`config.mk`:
```
export PLATFORM = sky130hd
export DESIGN_NAME = mem_access_unit
export DESIGN_NICKNAME = d
export VERILOG_FILES = /design/src/rtl/mem_access_unit.sv
export SDC_FILE = /design/constraint.sdc
export NUM_CORES = 1
export LEC_CHECK = 0
export BUFFER_PORTS_ARGS = -buffer_cell sky130_fd_sc_hd__buf_2
export CORE_UTILIZATION = 25
export CTS_CLUSTER_DIAMETER = 80
export CTS_CLUSTER_SIZE = 8
export DETAILED_ROUTE_END_ITERATION = 10
export HOLD_SLACK_MARGIN = 0.02
export PLACE_DENSITY = 0.5
export SLEW_MARGIN = 20
export SYNTH_ARGS = -nofsm -noshare
export SYNTH_HDL_FRONTEND = slang
export SYNTH_SLANG_ARGS = --single-unit
```
`constraint.sdc`:
```
create_clock -name clk_i -period 21.8 [get_ports clk_i]
set_clock_uncertainty 0.15 [all_clocks]
set_input_delay 3.27 -clock clk_i [delete_from_list [all_inputs] [get_ports clk_i]]
set_output_delay 3.27 -clock clk_i [all_outputs]
set_load 0.02 [all_outputs]
```
`src/rtl/mem_access_unit.sv`:
```
`default_nettype none
// ============================================================================
// mem_access_unit : MEM-stage load/store unit with a posted write buffer,
//                   store-to-load forwarding and a req/ack backing-memory port.
// Revision: 1.0
// ============================================================================
module mem_access_unit #(
  parameter int WB_DEPTH = 2
) (
  input  logic        clk_i,
  input  logic        rst_i,
  input  logic        MemRead_i,
  input  logic        MemWrite_i,
  input  logic [31:0] addr_i,
  input  logic [31:0] data_i,
  output logic [31:0] data_o,
  output logic        stall_o,
  output logic        misalign_o,
  output logic        mem_req_o,
  output logic        mem_we_o,
  output logic [31:0] mem_addr_o,
  output logic [31:0] mem_wdata_o,
  input  logic        mem_ack_i,
  input  logic [31:0] mem_rdata_i
);

  localparam int PW = (WB_DEPTH > 1) ? $clog2(WB_DEPTH) : 1;
  localparam int CW = PW + 1;
  localparam logic [CW-1:0] C_WB_FULL = CW'(WB_DEPTH);

  typedef enum logic [1:0] {
    IDLE    = 2'd0,
    WR_BUSY = 2'd1,
    RD_BUSY = 2'd2,
    RD_DONE = 2'd3
  } state_t;

  state_t        state_q, state_d;
  logic [PW-1:0] head_q, head_d;
  logic [PW-1:0] tail_q, tail_d;
  logic [CW-1:0] count_q, count_d;
  logic [29:0]   wb_addr_q [WB_DEPTH];
  logic [29:0]   wb_addr_d [WB_DEPTH];
  logic [31:0]   wb_data_q [WB_DEPTH];
  logic [31:0]   wb_data_d [WB_DEPTH];
  logic          mem_req_q, mem_req_d;
  logic          mem_we_q, mem_we_d;
  logic [31:0]   mem_addr_q, mem_addr_d;
  logic [31:0]   mem_wdata_q, mem_wdata_d;
  logic [31:0]   rdata_q, rdata_d;

  logic          misalign;
  logic          is_store;
  logic          is_load;
  logic          wb_full;
  logic          wb_empty;
  logic          hit;
  logic [31:0]   hit_data;
  logic [PW-1:0] hit_idx;
  logic          load_miss;
  logic          push;
  logic          pop;

  always_comb begin
    misalign = (MemRead_i | MemWrite_i) && (addr_i[1:0] != 2'b00);
    is_store = MemWrite_i && !misalign;
    is_load  = MemRead_i && !MemWrite_i && !misalign;
    wb_full  = (count_q == C_WB_FULL);
    wb_empty = (count_q == '0);
  end

  // Walk the valid entries oldest to newest so the newest match wins.
  always_comb begin
    hit      = 1'b0;
    hit_data = '0;
    hit_idx  = '0;
    for (int i = 0; i < WB_DEPTH; i++) begin
      hit_idx = head_q + PW'(i);
      if ((CW'(i) < count_q) && (wb_addr_q[hit_idx] == addr_i[31:2])) begin
        hit      = 1'b1;
        hit_data = wb_data_q[hit_idx];
      end
    end
  end

  always_comb begin
    state_d     = state_q;
    head_d      = head_q;
    tail_d      = tail_q;
    count_d     = count_q;
    wb_addr_d   = wb_addr_q;
    wb_data_d   = wb_data_q;
    mem_req_d   = mem_req_q;
    mem_we_d    = mem_we_q;
    mem_addr_d  = mem_addr_q;
    mem_wdata_d = mem_wdata_q;
    rdata_d     = rdata_q;
    pop         = 1'b0;
    push        = is_store && !wb_full;
    // The load held in RD_DONE has already been served from rdata_q.
    load_miss   = is_load && !hit && (state_q != RD_DONE);

    case (state_q)
      IDLE: begin
        if (load_miss) begin
          state_d    = RD_BUSY;
          mem_req_d  = 1'b1;
          mem_we_d   = 1'b0;
          mem_addr_d = {addr_i[31:2], 2'b00};
        end else if (!wb_empty) begin
          state_d     = WR_BUSY;
          mem_req_d   = 1'b1;
          mem_we_d    = 1'b1;
          mem_addr_d  = {wb_addr_q[head_q], 2'b00};
          mem_wdata_d = wb_data_q[head_q];
        end
      end
      WR_BUSY: begin
        if (mem_ack_i) begin
          pop       = 1'b1;
          mem_req_d = 1'b0;
          state_d   = IDLE;
        end
      end
      RD_BUSY: begin
        if (mem_ack_i) begin
          rdata_d   = mem_rdata_i;
          mem_req_d = 1'b0;
          state_d   = RD_DONE;
        end
      end
      RD_DONE: state_d = IDLE;
      default: state_d = IDLE;
    endcase

    if (push) begin
      wb_addr_d[tail_q] = addr_i[31:2];
      wb_data_d[tail_q] = data_i;
      tail_d            = tail_q + PW'(1);
    end
    if (pop) begin
      head_d = head_q + PW'(1);
    end

    case ({push, pop})
      2'b10:   count_d = count_q + CW'(1);
      2'b01:   count_d = count_q - CW'(1);
      default: count_d = count_q;
    endcase
  end

  always_ff @(posedge clk_i or posedge rst_i) begin
    if (rst_i) begin
      state_q     <= IDLE;
      head_q      <= '0;
      tail_q      <= '0;
      count_q     <= '0;
      mem_req_q   <= 1'b0;
      mem_we_q    <= 1'b0;
      mem_addr_q  <= '0;
      mem_wdata_q <= '0;
      rdata_q     <= '0;
      for (int i = 0; i < WB_DEPTH; i++) begin
        wb_addr_q[i] <= '0;
        wb_data_q[i] <= '0;
      end
    end else begin
      state_q     <= state_d;
      head_q      <= head_d;
      tail_q      <= tail_d;
      count_q     <= count_d;
      mem_req_q   <= mem_req_d;
      mem_we_q    <= mem_we_d;
      mem_addr_q  <= mem_addr_d;
      mem_wdata_q <= mem_wdata_d;
      rdata_q     <= rdata_d;
      wb_addr_q   <= wb_addr_d;
      wb_data_q   <= wb_data_d;
    end
  end

  always_comb begin
    misalign_o = misalign;
    stall_o    = (is_store && wb_full) || load_miss || (state_q == RD_BUSY);
    if (is_load && (state_q == RD_DONE)) begin
      data_o = rdata_q;
    end else if (is_load && hit) begin
      data_o = hit_data;
    end else begin
      data_o = '0;
    end
  end

  assign mem_req_o   = mem_req_q;
  assign mem_we_o    = mem_we_q;
  assign mem_addr_o  = mem_addr_q;
  assign mem_wdata_o = mem_wdata_q;

endmodule

`default_nettype wire

```
==> results of run 1 <==
==> cell families after synthesis <==
group / synth area share, %
other: 0.0325
muxes: 28.8
adders and majority gates: 0.866
DFF: 48.9
and+or+nand+nor: 5.83
xor gates and xnor gates: 4.93
AOI/OAI and AO/OA: 7.34
buffers and inverters: 3.29
==> where the power goes <==
group / switching, mW / internal (mW)
Sequential: 0.164 / 0.633
Combinational: 0.523 / 0.465
Clock: 0.187 / 0.298
==> metrics by stage <==
step | utilization [%] | instances | cell area, um2 | worst slack (ns) | hold WS, ns
after global routing | 30.9 | 1724 | 14000 | 12.20 | 0.341
after CTS | 30.8 | 1723 | 14000 | 12.30 | 0.326
after floorplan | - | 934 | 11600 | 12.19 | 0.318
final | 30.9 | 1724 | 14000 | 12.37 | 0.317
after detailed placement | 28.8 | 1683 | 13100 | 12.31 | 0.315
after global placement | 28.8 | 1683 | 13100 | 12.34 | 0.308
==> worst paths after layout <==
check / to / cells past startpoint
worst max register to register: mem_addr_o[30] / 10
min in group asynchronous: mem_wdata_o[27] / 2
worst min-delay path: mem_wdata_o[20] / 2
worst max-delay path: stall_o / 8
max in group asynchronous: head_q / 4
worst min register to register: mem_wdata_o[20] / 2
==> sequential cells by signal (all words and copies together) (netlist names) <==
name         cells
wb_data_q       64
wb_addr_q       60
mem_wdata_o     32
rdata_q         32
mem_addr_o      30
count_q          2
state_q          2
head_q           1
mem_req_o        1
mem_we_o         1
tail_q           1
==> layer usage <==
| layer | up-vias | part of all wire (%) | global-route usage [%] |
|---|---|---|---|
| met4 | 4 | 2.0 | 4.11 |
| met1 | 3936 | 44 | 17.3 |
| li1 | 3670 | - | - |
| met2 | 200 | 47 | 23.3 |
| met5 | - | 0.068 | 0 |
| met3 | 49 | 6.9 | 4.42 |
==> cells in the final DEF, fill, tap and decap left out, drive strengths merged, types with 13 or more instances in the layout <==
cell,Yosys,final
nand2,102,102
mux2i,155,155
buf,24,208
xnor2,52,52
mux2,156,156
nor4,19,19
o21ai,66,66
clkbuf,34,36
a2bb2oi,30,30
dfrtp,226,226
xor2,13,13
==> cell type report <==
type | instances | area share, %
flip-flops and latches | 226 | 40.3
multi-input cells | 642 | 39.7
repair buffers | 208 | 7.68
clock buffers | 36 | 6.33
well taps | 600 | 5.35
clock inverters | 4 | 0.365
inverters | 8 | 0.267
==> worst min-delay path: stages, from the launching register on <==
cell     delay [ns]
dfrtp_1        0.33
nand2_1        0.04
o21ai_0        0.05
==> metrics.txt, run 1 <==
Hold WC Path Type reg2reg; clock buffer count from CTS 35; post-route ant nets 0; total number of clock tree sinks 226; gr ovfl total 0; sequential share of the synthesized area 48.9%; dominant cell by count in the synthesized netlist dfrtp_1; Clock Path Buffers 3; reg2reg setup slack 16.24 ns; Rows 78; crit path from addr_i[5]; setup TNS 0 ns; Multi-input gate area 5580 um2; Worst Path Required 18.38 ns; largest net degree at the start of global routing 108; critical path's most frequent cell buf_2; ANT cells 0; Register Area 5660 um2; Slew @ Worst Pin 1.09 ns; Mapped Cells 933; Max H-tree Level 2; Nets 1230; area grow syn2layout 21.6%; Pleak 6.55 nW; hold_sp mem_wdata_o[20]; post-DP HPWL 21700 um; RSZ-0062 raised after global routing no; Yosys top cell area share 48.9%; Final Cycle Share 43.2%; Synth Area per Inst 12.4 um2; total track usage 14.0%; worst path cell trace buf_2 > xnor2_1 > nor4_1 > nand4_1 > nor3_1 > or3_4 > nand2_1 > buf_2; Design Power 2.27 mW; routed wire length 32600 um; IO Pins 201; DRC Markers 0; Die X-Extent 217 um; Max-Cap Viols 0; Vias 7859; Post-CTS Hold Fix Bufs 0; Synth area leaders dfrtp_1 (49%), mux2_2 (15%), mux2i_1 (13%); Unique masters post-synth 42; First DRT Iteration DRCs 347; Cell Area, Synth 11600 um2; Initial Util 25.4%; clock root buffer clkbuf_16; status finished, final reports clean; drt wl/cell 18.9 um; Worst setup EP type output port; GPL Wtd Cong 0.774; kind of critical path in2out; CP max-delay cell nor3_1; number of global-route vias before repair 8454; CP arrival 6.01 ns; worst vdd ir 67.1 uV; die height 217 um; Async S/R FF share, synth 100%; max frequency 106 MHz; relative slew slack 27.1%; WP buf/inv 2; DRT Pass-1 Iters 4; Final Hold Viols 0; worst-skew pair later-pin latency 0.52 ns; Post-CTS Setup Bufs 0; synth cell count leaders dfrtp_1 (226), mux2_2 (156), mux2i_1 (151); PD cells 162 nW/um2; IO Port Bufs 198; Most used DFF post-synth dfrtp_1; EDFF count, synth 0; global-route wire length before repair 50400 um; largest area contributor in the netlist dfrtp_1; delay-heaviest family, CP simple AND/OR/NAND/NOR gates; fin crit period 9.43 ns; via/cell ratio 4.56; post_cts resized 0; Yosys reg bits 226; Clock transition at path regs 0.05 ns; synth warn 0; Die ar. 47100 um2; Max FO, Critical Path 37; Final setup viols 0; CTS tree done; worst flop-to-flop path startpoint head_q; Slew Limit Fails 0; Filler cells 4695; CP peak stage delay 0.78 ns; layout cell share with drive strength beyond 1 39.8%; antenna violations before repair 2; core footprint 45500 um2; CP startpoint kind input pin
No activity file was read; power rests on OpenSTA's default activity.
==> inputs of run 2 (changes only) <==
--- a/config.mk
+++ b/config.mk
@@ -5,6 +5,7 @@
 export SDC_FILE = /design/constraint.sdc
 export NUM_CORES = 1
 export LEC_CHECK = 0
+export ABC_AREA = 1
 export BUFFER_PORTS_ARGS = -buffer_cell sky130_fd_sc_hd__buf_2
 export CORE_UTILIZATION = 25
 export CTS_CLUSTER_DIAMETER = 80
==> constraint.sdc (replaced) <==
create_clock -name clk_i -period 9.4 [get_ports clk_i]
set_clock_uncertainty 0.15 [all_clocks]
set_input_delay 1.41 -clock clk_i [delete_from_list [all_inputs] [get_ports clk_i]]
set_output_delay 1.41 -clock clk_i [all_outputs]
set_load 0.02 [all_outputs]
==> run 2 against run 1 <==
Register-to-register slack got worse by 11 ns. Final area increased by 6.7%. First-iteration DRC count increased by 150%. Clock-buffer cell count increased by 4. Core utilization decreased by 0.27 points. Critical path type is now reg2out. Synthesized area increased by 7.4%. Die area increased by 7.3%.
==> metrics.txt, run 2 <==
Final setup viols 0; Vias 11599; worst flop-to-flop path startpoint head_q; global-route wire length before repair 64900 um; Worst Path Required 7.84 ns; routed wire length 41800 um; CTS tree done; Rows 81; switching share of power 44.0%; number of global-route vias before repair 11153; non-filler cells in the finished layout 2533; Synth Area per Inst 7.30 um2; drt wl/cell 16.5 um; gr ovfl total 0; Max H-tree Level 2; Synth area leaders dfrtp_1 (46%), nand2_1 (21%), o21ai_0 (5.8%); clock root buffer clkbuf_16; Clock Path Buffers 3; Cell Area, Synth 12400 um2; Filler cells 5339; Die ar. 50500 um2; PD cells 353 nW/um2; top flop regs wb_data_q: 64 flops, wb_addr_q: 60 flops; post_cts resized 0; Cells after DPL 2481; Design Power 5.29 mW; Worst setup EP type output port; hold path depth 2; Async S/R FF share, synth 100%; max reg flops 64; CP Capture Point data_o[19]; max frequency 166 MHz; status finished, final reports clean; Mapped Cells 1698; antenna violations before repair 14; synth cell count leaders nand2_1 (689), dfrtp_1 (226), o21ai_0 (144); largest net degree at the start of global routing 106; IO Pins 201; worst vdd ir 189 uV; post-DP HPWL 28200 um; First DRT Iteration DRCs 861; clock group share of total power 23.0%; crit path from head_q; via/cell ratio 4.58; Nets 1964; Initial Util 25.3%; setup TNS 0 ns; Min Hold Slack 0.316 ns; core footprint 49000 um2; die height 225 um; DRT Pass-1 Iters 5; Unique masters post-synth 28; most common cell after layout, fill and taps aside nand2_1; Reg2Reg Depth 17; Slew Limit Fails 0; Yosys reg bits 226; area grow syn2layout 20.8%; Max-Cap Viols 0; Hold WC Path Type reg2reg; layout cell share with drive strength beyond 1 18.0%; fin crit period 6.01 ns; CP startpoint kind flip-flop; switching pwr 2.33 mW; GPL Wtd Cong 0.824; IO Port Bufs 198; DRC Markers 0; sequential share of power 32.1%; Final Cycle Share 64.0%; Pint 2.97 mW; sequential share of the synthesized area 45.6%; Slew @ Worst Pin 1.04 ns; total number of clock tree sinks 226; Pleak 7.81 nW; largest area contributor in the netlist dfrtp_1; total track usage 16.8%; EDFF count, synth 0; clock buffer count from CTS 36; CP arrival 4.45 ns; reg-to-reg critical path endpoint mem_wdata_o[4]; kind of critical path reg2out; most frequent cells in the layout nand2_1 (685), dfrtp_1 (225), buf_2 (198); synth warn 0; Final Hold Viols 0; RSZ-0062 raised after global routing no; Die X-Extent 225 um; Util after Layout 30.6%; Combinational Power Share 44.9%; worst-skew pair later-pin latency 0.55 ns; Biggest register wb_data_q; Clock transition at path regs 0.06 ns; dominant cell by count in the synthesized netlist nand2_1; Most used DFF post-synth dfrtp_1; Yosys top cell area share 45.6%; Post-CTS Setup Bufs 0; Post-CTS Hold Fix Bufs 0; Max FO, Critical Path 99; relative slew slack 30.6%; reg2reg setup slack 4.92 ns; post-route ant nets 0
[run 2: cell count changes after synthesis, sizes merged, moves of 30 or more]
cell	previous run	this run
a2bb2oi	30	0
inv	8	107
mux2	156	63
mux2i	155	0
nand2	102	692
nand3	2	138
nor2	7	123
o21ai	66	165
xnor2	52	2
[run 2: power by group through the flow]
stage,Combinational [mW],Sequential (mW),Clock [mW]
finish,2.38,1.70,1.22
global route,2.73,1.77,1.29
CTS,2.42,1.70,1.26
detailed placement,2.41,1.71,0
global placement,2.38,1.70,0
floorplan,1.60,1.80,0
[run 2: layout make-up]
| type | instances | area [um2] | area share [%] |
|---|---|---|---|
| Multi-Input combinational cell | 1269 | 5940 | 39.6 |
| Sequential cell | 226 | 5660 | 37.8 |
| Timing Repair Buffer | 213 | 1100 | 7.37 |
| Clock buffer | 40 | 926 | 6.18 |
| Tap cell | 664 | 831 | 5.55 |
| Inverter | 109 | 417 | 2.78 |
| Clock inverter | 7 | 96.3 | 0.643 |
| Antenna cell | 5 | 12.5 | 0.0835 |
[run 2: layer usage]
layer	wire length (um)	vias up	GRT usage, %
met3	2580	88	3.91
met4	1390	18	6.54
met1	18300	5440	21.5
li1	-	5726	-
met2	19400	327	27.5
met5	101	-	0
[run 2: worst min path at each step]
stage,startpoint,slack [ns],end
after detailed placement,mem_req_o,0.31,mem_req_o
after global placement,mem_wdata_o[18],0.30,mem_wdata_o[18]
after floorplan,wb_data_q[62],0.31,wb_data_q[62]
final,mem_wdata_o[26],0.32,mem_wdata_o[26]
after CTS,mem_req_o,0.32,mem_req_o
after global routing,mem_req_o,0.34,mem_req_o
[run 2: critical path, cell delays in order (launching register included)]
cell     delay, ns
dfrtp_4       0.43
buf_4         0.71
nand2_1       0.17
nand2_1       0.11
nand2_1       0.05
nand2_1       0.11
nand2_1       0.06
nor2_1        0.10
nand2_1       0.05
nor2_1        0.19
nand2_2       0.07
buf_4         0.28
a21oi_4       0.88
nand2_1       0.32
nand2_1       0.13
buf_2         0.17
[run 2: cells by family (layout without fill, tap and decap cells)]
kind of cell	Yosys count	after routing	synth area share, %
muxes	63	63	5.72
buffers and inverters	204	369	6.86
xor gates and xnor gates	4	4	0.283
and+or+nand+nor	968	968	31.1
other	1	7	0.0302
adders and majority gates	8	8	0.807
DFF	226	226	45.6
AOI/OAI and AO/OA	224	224	9.59
[run 2: through the flow]
| stage | setup slack (ns) | instance area (um2) |
|---|---|---|
| after floorplan | 1.65 | 12400 |
| after global placement | 3.68 | 13900 |
| after detailed placement | 3.65 | 13900 |
| after CTS | 3.27 | 15000 |
| after global routing | 3.01 | 15000 |
| final | 3.39 | 15000 |
